$ cat src/rtl/mem_op_issue_queue.sv
// Issue queue for load/store ops: circular FIFO feeding one op at a time
// to the ld/st FSM, with response timeout and flush/kill handling.
module mem_op_issue_queue #(
  parameter int DEPTH   = 4,
  parameter int ADDR_W  = 40,
  parameter int DATA_W  = 64,
  parameter int TIMEOUT = 255
) (
  input  logic                     clk,
  input  logic                     rst,
  input  logic                     enq_valid_i,
  output logic                     enq_ready_o,
  input  logic                     enq_is_store_i,
  input  logic [ADDR_W-1:0]        enq_addr_i,
  input  logic [DATA_W-1:0]        enq_data_i,
  input  logic [1:0]               enq_size_i,
  input  logic                     flush_i,
  output logic                     is_load_o,
  output logic                     is_store_o,
  output logic [ADDR_W-1:0]        op_addr_o,
  output logic [DATA_W-1:0]        op_data_o,
  output logic [1:0]               op_size_o,
  output logic                     kill_mem_op_o,
  input  logic                     ld_resp_valid_i,
  output logic [$clog2(DEPTH):0]   count_o,
  output logic                     timeout_o
);

  localparam int PW = $clog2(DEPTH);
  localparam logic [PW:0]   FULL_CNT = (PW+1)'(DEPTH);
  localparam logic [PW:0]   ONE_CNT  = (PW+1)'(1);
  localparam logic [PW-1:0] ONE_PTR  = PW'(1);
  localparam logic [7:0]    TO       = 8'(TIMEOUT);

  typedef enum logic [1:0] {
    IDLE,
    ISSUE,
    WAIT_RESP,
    KILL
  } state_e;

  state_e            state_q;
  logic [PW-1:0]     head_q, tail_q, wr_idx;
  logic [PW:0]       count_q, count_d;
  logic [7:0]        wcnt_q, wcnt_d;
  logic              timeout_q;
  logic              is_load_q, is_store_q, kill_q;

  logic [ADDR_W-1:0] addr_mem [DEPTH];
  logic [DATA_W-1:0] data_mem [DEPTH];
  logic [1:0]        size_mem [DEPTH];
  logic              st_mem   [DEPTH];

  logic full, empty, enq_fire, pop, kill_clr;

  assign full     = (count_q == FULL_CNT);
  assign empty    = (count_q == '0);
  assign enq_fire = enq_valid_i & ~full & ~flush_i;
  assign pop      = (state_q == WAIT_RESP) & ld_resp_valid_i & ~flush_i;
  assign kill_clr = (state_q == KILL);
  // While killing, the queue restarts at slot 0 so a same-cycle enqueue survives
  assign wr_idx   = kill_clr ? '0 : tail_q;
  assign wcnt_d   = wcnt_q + 8'd1;

  always_comb begin
    count_d = count_q;
    if (enq_fire & ~pop)
      count_d = count_q + ONE_CNT;
    else if (~enq_fire & pop)
      count_d = count_q - ONE_CNT;
  end

  always_ff @(posedge clk) begin
    if (enq_fire) begin
      addr_mem[wr_idx] <= enq_addr_i;
      data_mem[wr_idx] <= enq_data_i;
      size_mem[wr_idx] <= enq_size_i;
      st_mem[wr_idx]   <= enq_is_store_i;
    end
  end

  always_ff @(posedge clk or posedge rst) begin
    if (rst) begin
      head_q  <= '0;
      tail_q  <= '0;
      count_q <= '0;
    end else if (kill_clr) begin
      head_q  <= '0;
      tail_q  <= enq_fire ? ONE_PTR : '0;
      count_q <= enq_fire ? ONE_CNT : '0;
    end else begin
      if (enq_fire) tail_q <= tail_q + ONE_PTR;
      if (pop)      head_q <= head_q + ONE_PTR;
      count_q <= count_d;
    end
  end

  always_ff @(posedge clk or posedge rst) begin
    if (rst) begin
      state_q    <= IDLE;
      wcnt_q     <= '0;
      timeout_q  <= 1'b0;
      is_load_q  <= 1'b0;
      is_store_q <= 1'b0;
      kill_q     <= 1'b0;
    end else begin
      is_load_q  <= 1'b0;
      is_store_q <= 1'b0;
      kill_q     <= 1'b0;
      if (flush_i) begin
        state_q <= KILL;
        kill_q  <= 1'b1;
      end else begin
        unique case (state_q)
          IDLE: begin
            if (!empty) begin
              state_q    <= ISSUE;
              is_store_q <= st_mem[head_q];
              is_load_q  <= ~st_mem[head_q];
            end
          end
          ISSUE: begin
            state_q <= WAIT_RESP;
            wcnt_q  <= '0;
          end
          WAIT_RESP: begin
            if (ld_resp_valid_i) begin
              state_q <= IDLE;
            end else if (wcnt_d == TO) begin
              state_q   <= KILL;
              timeout_q <= 1'b1;
              kill_q    <= 1'b1;
            end else begin
              wcnt_q <= wcnt_d;
            end
          end
          KILL: state_q <= IDLE;
          default: state_q <= IDLE;
        endcase
      end
    end
  end

  assign enq_ready_o   = ~full;
  assign is_load_o     = is_load_q;
  assign is_store_o    = is_store_q;
  assign kill_mem_op_o = kill_q;
  assign timeout_o     = timeout_q;
  assign count_o       = count_q;
  assign op_addr_o     = empty ? '0 : addr_mem[head_q];
  assign op_data_o     = empty ? '0 : data_mem[head_q];
  assign op_size_o     = empty ? '0 : size_mem[head_q];

endmodule

$ cat config.mk
export PLATFORM = sky130hd
export DESIGN_NAME = mem_op_issue_queue
export DESIGN_NICKNAME = d
export VERILOG_FILES = /design/src/rtl/mem_op_issue_queue.sv
export SDC_FILE = /design/constraint.sdc
export NUM_CORES = 1
export LEC_CHECK = 0
export ABC_AREA = 1
export BUFFER_PORTS_ARGS = -buffer_cell sky130_fd_sc_hd__buf_4
export CORE_MARGIN = 5
export CORE_UTILIZATION = 60
export CTS_CLUSTER_DIAMETER = 50
export CTS_CLUSTER_SIZE = 30
export DETAILED_ROUTE_END_ITERATION = 12
export PLACE_DENSITY = 0.82
export SETUP_SLACK_MARGIN = 0.15
export SYNTH_ARGS = -nofsm -noshare
export SYNTH_HDL_FRONTEND = slang
export SYNTH_SLANG_ARGS = --single-unit
$ cat constraint.sdc
create_clock -name clk -period 27.3 [get_ports clk]
set_clock_uncertainty 0.1 [all_clocks]
set_input_delay 4.095 -clock clk [delete_from_list [all_inputs] [get_ports clk]]
set_output_delay 4.095 -clock clk [all_outputs]
set_load 0.03 [all_outputs]
==> results by group <==
Run status
  • Run status: completed

GRT
  • Global-route wire length before repair: 60600 µm
  • Pin count of the biggest net entering global routing: 116
  • Antenna violations before repair: 3
  • Combined global-route utilization of all metal layers: 23.18%
  • Number of global-route vias before repair: 11.21k
  • Sum of overflow across all layers after global routing: 0

Clock network
  • Clock Latency Late Sink: 530 ps
  • Total number of clock tree sinks: 449
  • Post-CTS clock slew at the launch and capture registers of the worst setup and hold paths: 90 ps
  • Post-cts sizing count: 0
  • CTS tree: yes
  • CTS Hold Buffers Added: 0
  • H-tree level count: 2
  • Total clock buffers created by CTS: 36
  • Clk root buf: sky130_fd_sc_hd__clkbuf_16
  • Setup repair bufs after CTS: 0
  • Longest Clk Path Bufs: 3

Yosys
  • Synthesized area per cell: 12.38 µm²
  • Synthesis-stage register bit count: 449
  • Nets in the synthesized netlist: 1543
  • Mapped Cells: 1428
  • Number of distinct library cells after synthesis: 31
  • Yosys warnings: 0
  • Part of the Yosys area used for sequential elements: 75.65%
  • Combined area of all synthesized cells: 17680 µm²

Route
  • DR iter-0 viols: 1108
  • Vias after detailed routing: 11.64k
  • Detailed-route wire length: 39900 µm
  • Per-cell routed wire length: 19.60 µm
  • Number of routed nets with antenna violations: 0
  • Via/cell ratio: 5.717
  • Number of optimization iterations in the first detailed-route pass: 7
  • Remaining routing DRC violations: 0

Setup path
  • R2r startpoint: state_q[0]
  • Maximum fanout count along the critical path: 111
  • Worst setup path end: op_data_o[63]
  • Worst r2r path cells: 7
  • Source of the critical timing path: head_q[0]
  • Max incr delay on CP: 870 ps
  • Setup crit end kind: primary output
  • Most numerous cell on the critical path: sky130_fd_sc_hd__buf_4
  • Critical path arrival: 3940 ps
  • Instance count on the critical path: 5
  • Worst path cell trace: inv_6, buf_4, o21ai_0, a21oi_1, buf_4
  • Reg-to-Reg End: data_mem[3][25]
  • Count of buffer and inverter cells on the critical path: 3
  • Crit-path slowest cell: sky130_fd_sc_hd__dfrtp_4
  • Worst path top cell family by delay: buffers and inverters
  • Startpoint-to-endpoint class of the critical path: reg2out
  • Worst Path Required: 23100 ps
  • Flop2flop setup slack: 23220 ps
  • Kind of start point of the critical path: register

Timing
  • Slack of the critical path: 19170 ps
  • Time the worst path needs with I/O delays and setup: 8133 ps
  • Final-layout worst hold slack: 420.4 ps
  • Number of failing hold endpoints at the final stage: 0
  • Unrepaired setup endpoints after global routing: no
  • Final-layout setup total negative slack: 0 ps
  • Post-route clock period utilization: 29.79%
  • Relative slew margins: 18.36%
  • Final Slew Violations: 0
  • Worst slew pin tran: 1225 ps
  • Fmax: 0.1230 GHz
  • Final count of negative-setup-slack endpoints: 0

Min path
  • Cell count of the worst hold path: 2
  • Min-Delay Startpoint: wcnt_q[7]
  • Hold/Removal Path Class: reg2reg

Place
  • Weighted congestion reported at the end of routability-driven placement: 0.8003
  • Count of input and output buffers: 225
  • Pre-CTS setup slack: 19820 ps
  • HPWL after detailed placement: 23090 µm
  • Placed cells: 1969

Floorplanning
  • Die X-Extent: 181.7 µm
  • Initial core utilization: 61.11%
  • Site Rows: 62
  • Io pins: 226
  • Placeable core area: 28940 µm²
  • Floorplan die area: 33010 µm²
  • Die Ht: 181.7 µm

Cells and area
  • Share of cells above drive strength 1: 19.59%
  • Number of filler cells placed in the layout: 1856
  • Post-layout instance count excluding filler cells: 2035
  • Relative area change from synthesis to final layout: 18.12%
  • Final #Nets: 1738

Power
  • Power density relative to cell area: 91.39 nW/µm²
  • Total internal power: 1.250 mW
  • Switching share of total power: 34.52%
  • Sw power: 0.6591 mW
  • Combinational cell fraction of total power: 28.9%
  • Leakage: 7.559 nW
  • Worst VDD drop: 0.07332 mV
  • Portion of total power attributed to sequential cells: 43.1%
  • Portion of total power attributed to the clock network: 27.9%

Run
  • Max Cap Violations: 0
==> power by group through the flow <==
stage	registers [mW]	clock network [mW]	logic (mW)
after floorplan	0.838	0	0.339
after global placement	0.837	0	0.545
after global routing	0.828	0.569	0.587
final	0.824	0.533	0.552
after detailed placement	0.839	0	0.553
after CTS	0.824	0.541	0.556
==> tightest hold or removal path, stage by stage (launching register included) <==
cell and delay [ps]:
sky130_fd_sc_hd__dfrtp_1 380, sky130_fd_sc_hd__nand2_1 70, sky130_fd_sc_hd__nand2_1 50
==> placed cells by master, fill, tap and decap left out, types with 2 or more instances in the layout <==
cell,netlist,routed
sky130_fd_sc_hd__a21oi_1,110,110
sky130_fd_sc_hd__nand2_1,47,47
sky130_fd_sc_hd__inv_8,0,6
sky130_fd_sc_hd__dfrtp_1,21,19
sky130_fd_sc_hd__nand3_2,2,2
sky130_fd_sc_hd__diode_2,0,2
sky130_fd_sc_hd__nor3_1,4,2
sky130_fd_sc_hd__dfrtp_4,0,2
sky130_fd_sc_hd__nand2_2,6,6
sky130_fd_sc_hd__clkbuf_16,0,37
sky130_fd_sc_hd__nor2_1,442,440
sky130_fd_sc_hd__o21ai_1,8,8
sky130_fd_sc_hd__inv_6,0,3
sky130_fd_sc_hd__edfxtp_1,428,428
sky130_fd_sc_hd__inv_2,4,2
sky130_fd_sc_hd__xor2_1,3,3
sky130_fd_sc_hd__clkinv_2,0,2
sky130_fd_sc_hd__nor2_4,3,5
sky130_fd_sc_hd__o22ai_1,2,2
sky130_fd_sc_hd__bufinv_16,0,2
sky130_fd_sc_hd__buf_4,0,238
sky130_fd_sc_hd__ha_1,2,2
sky130_fd_sc_hd__nand4_1,3,3
sky130_fd_sc_hd__clkinv_1,4,9
sky130_fd_sc_hd__inv_1,21,21
sky130_fd_sc_hd__clkinv_4,0,3
sky130_fd_sc_hd__nand2_4,2,2
sky130_fd_sc_hd__nor2_2,2,2
sky130_fd_sc_hd__nand3_1,20,20
sky130_fd_sc_hd__inv_16,0,2
sky130_fd_sc_hd__nor3_2,1,2
sky130_fd_sc_hd__o21ai_0,206,206
==> routing by layer <==
layer / track usage (%) / part of all wire (%) / up-vias
met4: 8.016 / 2.8 / 2
met1: 31.75 / 39 / 5624
li1: - / - / 5414
met3: 4.042 / 8.4 / 80
met5: 0 / 0.033 / -
met2: 38.18 / 50 / 515
==> cell usage after synthesis (all sizes together) <==
master | count | share of area, %
o211ai | 1 | 0.042
ha | 2 | 0.14
xor2 | 3 | 0.15
clkbuf | 49 | 1.0
buf | 32 | 0.87
clkinv | 4 | 0.085
o21bai | 2 | 0.11
nand2 | 55 | 1.3
nand3 | 22 | 0.68
inv | 25 | 0.53
nor3 | 5 | 0.17
o22ai | 2 | 0.071
nor2 | 447 | 9.6
nand3b | 1 | 0.042
dfrtp | 21 | 3.0
o21ai | 214 | 6.1
fa | 1 | 0.11
a32oi | 1 | 0.050
nand4 | 3 | 0.11
edfxtp | 428 | 73
a21oi | 110 | 3.1
==> cells by family (layout without fill, tap and decap cells) <==
group           Yosys count  in the layout  synth area share, %
compound gates          330            330                9.439
xor+xnor                  3              3               0.1486
fa+ha+maj                 3              3               0.2547
buf+inv                 110            331                2.526
flops                   449            449                75.65
other cells               0              2                    0
simple gates            533            533                11.98
==> stage by stage <==
stage | power, mW | utilization [%] | area (µm²)
after global routing | 1.984 | 72.18 | 20890
after detailed placement | 1.392 | 67.94 | 19660
final | 1.909 | 72.19 | 20890
after CTS | 1.921 | 72.17 | 20880
after global placement | 1.382 | 67.94 | 19660
after floorplan | 1.177 | - | 17680
==> sequential cells by signal, indices dropped and copies added, names as in the netlist <==
| register | count |
|---|---|
| is_load_o | 1 |
| addr_mem | 160 |
| timeout_o | 1 |
| wcnt_q | 8 |
| kill_mem_op_o | 1 |
| size_mem | 8 |
| tail_q | 2 |
| data_mem | 256 |
| st_mem | 4 |
| head_q | 2 |
| count_o | 3 |
| state_q | 2 |
| is_store_o | 1 |
==> cell type report <==
type                            count  area [µm²]  share of cell area (%)
Timing Repair Buffer              238        1787                   8.554
Clock inverter                     25       280.3                   1.342
Inverter                           29       116.4                  0.5571
Multi-Input combinational cell    869        3890                   18.62
Clock buffer                       39       943.4                   4.517
Tap cell                          384       480.5                   2.300
Sequential cell                   449       13390                   64.08
Antenna cell                        2       5.005                 0.02396
==> how the worst min path moves through the flow <==
| stage | endpoint | slack (ps) |
|---|---|---|
| global route | timeout_o | 450 |
| floorplan | wcnt_q[7] | 360 |
| CTS | wcnt_q[7] | 430 |
| detailed placement | wcnt_q[7] | 410 |
| finish | wcnt_q[7] | 420 |
| global placement | timeout_o | 370 |
Note: power is estimated with default switching activity, not from simulation.
